**src/rtl/mips_pkg.sv**
```systemverilog
`default_nettype none
// ============================================================================
// mips_pkg : shared MIPS constants, memory FSM encoding, default I/O address
// Revision : 1.0
// ============================================================================
package mips_pkg;

  // Writes to this address go to the output port, not to the byte array.
  localparam logic [7:0] IOADDR_DEFAULT = 8'hFF;

  typedef enum logic [0:0] {
    ST_LOAD = 1'b0,
    ST_RUN  = 1'b1
  } mem_state_e;

  // CPU opcodes
  localparam logic [5:0] OP_RTYPE = 6'b000000;
  localparam logic [5:0] OP_J     = 6'b000010;
  localparam logic [5:0] OP_BEQ   = 6'b000100;
  localparam logic [5:0] OP_ADDI  = 6'b001000;
  localparam logic [5:0] OP_LB    = 6'b100000;
  localparam logic [5:0] OP_SB    = 6'b101000;

endpackage
`default_nettype wire

```
**src/rtl/mips_ram.sv**
```systemverilog
`default_nettype none
// ============================================================================
// mips_ram : single-port byte array, synchronous write, combinational read
// Revision : 1.0
// ============================================================================
module mips_ram
  import mips_pkg::*;
#(
  parameter int WIDTH = 8
) (
  input  logic             clk,
  input  logic             we,
  input  logic [WIDTH-1:0] addr,
  input  logic [WIDTH-1:0] wdata,
  output logic [WIDTH-1:0] rdata
);

  logic [WIDTH-1:0] r_mem [2**WIDTH];

  // No reset: contents survive a reset so a partial reload keeps old bytes.
  always_ff @(posedge clk) begin
    if (we) r_mem[addr] <= wdata;
  end

  assign rdata = r_mem[addr];

endmodule
`default_nettype wire

```
**src/rtl/mips_mem.sv**
```systemverilog
`default_nettype none
// ============================================================================
// mips_mem : program loader + CPU data memory with memory-mapped output port
// Revision : 1.0
// ============================================================================
module mips_mem
  import mips_pkg::*;
#(
  parameter int               WIDTH  = 8,
  parameter logic [WIDTH-1:0] IOADDR = WIDTH'(IOADDR_DEFAULT)
) (
  input  logic             clk,
  input  logic             rst,
  input  logic             memread,
  input  logic             memwrite,
  input  logic [WIDTH-1:0] adr,
  input  logic [WIDTH-1:0] writedata,
  output logic [WIDTH-1:0] memdata,
  input  logic             load_valid,
  input  logic [WIDTH-1:0] load_data,
  input  logic             load_last,
  output logic             load_ready,
  output logic             cpu_hold,
  output logic [WIDTH-1:0] out_port,
  output logic             out_valid
);

  localparam logic [WIDTH-1:0] C_LAST_LOAD = IOADDR - WIDTH'(1);

  mem_state_e       r_state, w_state_next;
  logic [WIDTH-1:0] r_ptr;
  logic [WIDTH-1:0] w_ram_addr, w_ram_wdata, w_ram_rdata;
  logic             w_ram_we, w_load_accept, w_run_wr, w_run_rd, w_io_hit;

  always_ff @(posedge clk or negedge rst) begin
    if (!rst) r_state <= ST_LOAD;
    else      r_state <= w_state_next;
  end

  always_comb begin
    w_state_next  = r_state;
    load_ready    = 1'b0;
    cpu_hold      = 1'b0;
    w_load_accept = 1'b0;
    w_run_wr      = 1'b0;
    w_run_rd      = 1'b0;
    case (r_state)
      ST_LOAD: begin
        load_ready    = 1'b1;
        cpu_hold      = 1'b1;
        w_load_accept = load_valid;
        // Stop one short of IOADDR so loading never spills into the port.
        if (load_valid && (load_last || (r_ptr == C_LAST_LOAD)))
          w_state_next = ST_RUN;
      end
      ST_RUN: begin
        w_run_wr = memwrite;
        w_run_rd = memread & ~memwrite;
      end
      default: w_state_next = ST_LOAD;
    endcase
  end

  assign w_io_hit    = (adr == IOADDR);
  assign w_ram_we    = w_load_accept | (w_run_wr & ~w_io_hit);
  assign w_ram_addr  = (r_state == ST_LOAD) ? r_ptr : adr;
  assign w_ram_wdata = (r_state == ST_LOAD) ? load_data : writedata;

  mips_ram #(.WIDTH(WIDTH)) u_ram (
    .clk   (clk),
    .we    (w_ram_we),
    .addr  (w_ram_addr),
    .wdata (w_ram_wdata),
    .rdata (w_ram_rdata)
  );

  always_ff @(posedge clk or negedge rst) begin
    if (!rst) begin
      r_ptr     <= '0;
      memdata   <= '0;
      out_port  <= '0;
      out_valid <= 1'b0;
    end else begin
      if (w_load_accept) r_ptr <= r_ptr + WIDTH'(1);
      if (w_run_rd) memdata <= w_io_hit ? out_port : w_ram_rdata;
      out_valid <= w_run_wr & w_io_hit;
      if (w_run_wr && w_io_hit) out_port <= writedata;
    end
  end

endmodule
`default_nettype wire

```
**config.mk**
```make
export PLATFORM = sky130hd
export DESIGN_NAME = mips_mem
export DESIGN_NICKNAME = d
export VERILOG_FILES = /design/src/rtl/mips_pkg.sv /design/src/rtl/mips_ram.sv /design/src/rtl/mips_mem.sv
export SDC_FILE = /design/constraint.sdc
export NUM_CORES = 2
export LEC_CHECK = 0
export ABC_AREA = 1
export BUFFER_PORTS_ARGS = -buffer_cell sky130_fd_sc_hd__buf_2
export CAP_MARGIN = 10
export CORE_ASPECT_RATIO = 0.9
export CORE_MARGIN = 5
export CORE_UTILIZATION = 43
export DETAILED_ROUTE_END_ITERATION = 8
export PLACE_DENSITY = 0.58
export SYNTH_ARGS = -nofsm -noshare
export SYNTH_HDL_FRONTEND = slang
export SYNTH_SLANG_ARGS = --single-unit
```
**constraint.sdc**
```tcl
create_clock -name clk -period 36.8 [get_ports clk]
set_input_delay 1.84 -clock clk [delete_from_list [all_inputs] [get_ports clk]]
set_output_delay 1.84 -clock clk [all_outputs]
set_load 0.01 [all_outputs]
```
==> impl_metrics.ini <==
[sta]
finalHoldViolCount = 0
grt_setup_unrepaired = false
hold_slack_ns = 0.490
finalWorstSetupSlack_ns = 30.63
min_period_ns = 6.17
maxSlewHeadroom_pct = 16.3
setup_tns_ns = 0
fmax_mhz = 162
fin_crit_sh_pct = 16.8
report.final.slew_viol_count = 0
tightest_slew_ns = 1.24
skew_ns = 0.0333
finalSetupViolCount = 0

[logic_synthesis]
synth_flop_cell = edfxtp_1
syn_inst = 8109
synth_common_cells = 4,520 x nand2_1, 2,048 x edfxtp_1, 510 x nor2_1
ys_types = 29
ys.warnings.count = 0
yosysSeqAreaShare_pct = 72.3
syn_avg_cell_area_sq_um = 10.6
yosysTopAreaCellShare_pct = 71.5
synth_edf_count = 2048
yosysMostFrequentCell = nand2_1
syn-num-nets = 8141
synth.largest_area_cell = edfxtp_1
ys_seq_elements = 2074
syn_area_sq_um = 86000
synth_area_leaders = edfxtp_1 72%, nand2_1 20%, nor2_1 2.2%
async_flop_share_pct = 1.25

[placement]
place_inst = 10498
gp_congestion = 0.873
port_buffers = 48
dpl.hpwl_um = 139000
dp_slack_ns = 30.22

[worst_hold_path]
min_from = memdata[3]
hold_path_class = flop to flop

[job]
maxCapViolCount = 0

[routing]
drc = 0
routedWlPerCell_um = 22.9
wirelength_um = 249000
viasPerCell = 5.31
dr.pass1.iters = 6
num_vias = 57794
drt_iter0_markers = 6778
ant_nets = 0

[global_routing]
overflow = 0
grt_start_max_net_pins = 184
grt_util_all_layers_pct = 23.4
antenna_found_initial = 9
grt_pass1_vias = 54335
grt_pass1_wl_um = 366000

[status]
outcome = completed

[setup_path]
cp_cell_sequence = inv_2, nand2_4, nand2_8, buf_12, buf_4, nand2_1, nand2_1, nand2_1, nand3_1, nand2_1, nand2_1, nor2_1, nor2_1, nor2_1, nand2_1, nand2_1, nand2_1, o21bai_1, nand2_1
critPathLaunch = r_state
rr_startpoint = r_state
crit_required_ns = 37.52
worst_path_most_repeated_cell = nand2_1
crit_type = flop to flop
start_kind = flop
critPathMaxFanout = 145
arrival_ns = 6.89
critPathSlowestCell = dfrtp_1
end_kind = flop
max_stage_delay_ns = 0.96

[layout]
nets = 8066
final_util_pct = 47.9
stdcell_count = 10878
syn_to_final_growth_pct = 10.7
layout-drive-gt1-share_pct = 5.90
seqCellArea_sq_um = 62100
fillers = 18182
multi_input_area_sq_um = 22000

[power]
switchingPower_mw = 1.13
peakVddDrop_mv = 0.0475
combPwrFrac_pct = 5.9
p_clk_share_pct = 41.6
internal_power_mw = 3.83
p_leak_nw = 37.0
pwr-share-seq_pct = 52.5
swShare_pct = 22.8
powerDensity_nw_per_um2 = 52.1

[clock_tree]
h-tree-depth = 4
root_buffer = clkbuf_16
path_clk_slew_ns = 0.06
clockBufferDepth = 3
ctsResizeCount = 0
cts_buffers = 203
cts.sink_count = 2074
cts_hold_buffers = 0
post_cts_buffers = 0
cts_tree = built
insertion_delay_ns = 0.83

[floorplan]
die_x_um = 481
core_area_sq_um = 199000
core.rowCount = 155
die_y_um = 434
die_area_sq_um = 209000
start_util_pct = 43.3
io_pins = 49
## cell type report
cell class	count	share of cell area (%)
antenna	4	0.0105
clock buffer	263	5.76
clock inverter	113	1.07
inverter	48	0.189
multi-input combinational	5559	23.1
sequential	2074	65.3
tap	2669	3.51
timing repair buffer	148	1.13
## metal layers
layer	GRT usage, %	share of wire, %	vias up
met4	7.35	3.3	2
met2	36.1	45	2448
met1	34.1	43	28311
met3	4.06	8.4	404
met5	0	0.0036	-
li1	-	-	26629
## registers in the layout (all words and copies together), names as in the netlist
name and cells:
memdata 8, out_port 8, u_ram.r_mem 2048, out_valid 1
r_state 1, r_ptr 8
## per-stage QoR
step	power, mW	cell area (sq um)
global route	5.11	95200
detailed placement	2.94	88700
floorplan	2.85	86000
global placement	2.94	88700
finish	4.96	95200
CTS	4.98	95200
## path summary, 6_finish.rpt
path	slack (ns)	cells past startpoint	endpoint
worst max register to register	30.63	19	memdata[0]
worst min-delay path	0.49	2	memdata[3]
worst min register to register	0.49	2	memdata[3]
min in group asynchronous	1.08	1	out_port[2]
max in group asynchronous	35.20	1	memdata[3]
worst max-delay path	30.63	19	memdata[0]
## cell usage in the layout, fill, tap and decap left out, types with 12 or more instances in the layout
cell,n
nand3_2,12
bufinv_16,17
buf_2,48
nand3_1,320
clkinv_1,42
nand4_1,22
inv_1,41
nand2_1,4520
buf_4,93
clkbuf_1,50
o21ai_1,54
edfxtp_1,2048
clkinv_2,38
a21oi_1,33
dfrtp_1,26
o21ai_0,36
nor2_1,504
clkbuf_16,210
## critical path, delay by kind of cell (launching register included)
family | cells | cell delay [ns]
AOI/OAI and AO/OA | 1 | 0.22
buffers and inverters | 3 | 1.55
DFF | 1 | 0.96
and+or+nand+nor | 15 | 2.87
## power groups by stage
stage	sequential, mW	clock, mW	combinational [mW]
5_1_grt	2.60	2.19	0.317
4_1_cts	2.60	2.08	0.291
6_report	2.60	2.06	0.292
3_5_place_dp	2.66	0	0.289
3_3_place_gp	2.65	0	0.289
2_1_floorplan	2.68	0	0.168
## kinds of logic after synthesis
kind of cell | Yosys count | share of synthesized area, %
adders and majority gates | 2 | 0.0291
and+or+nand+nor | 5403 | 24.2
DFF | 2074 | 72.3
AOI/OAI and AO/OA | 148 | 0.917
buffers and inverters | 476 | 2.54
xor gates and xnor gates | 6 | 0.0611
No activity file was read; power rests on OpenSTA's default activity.
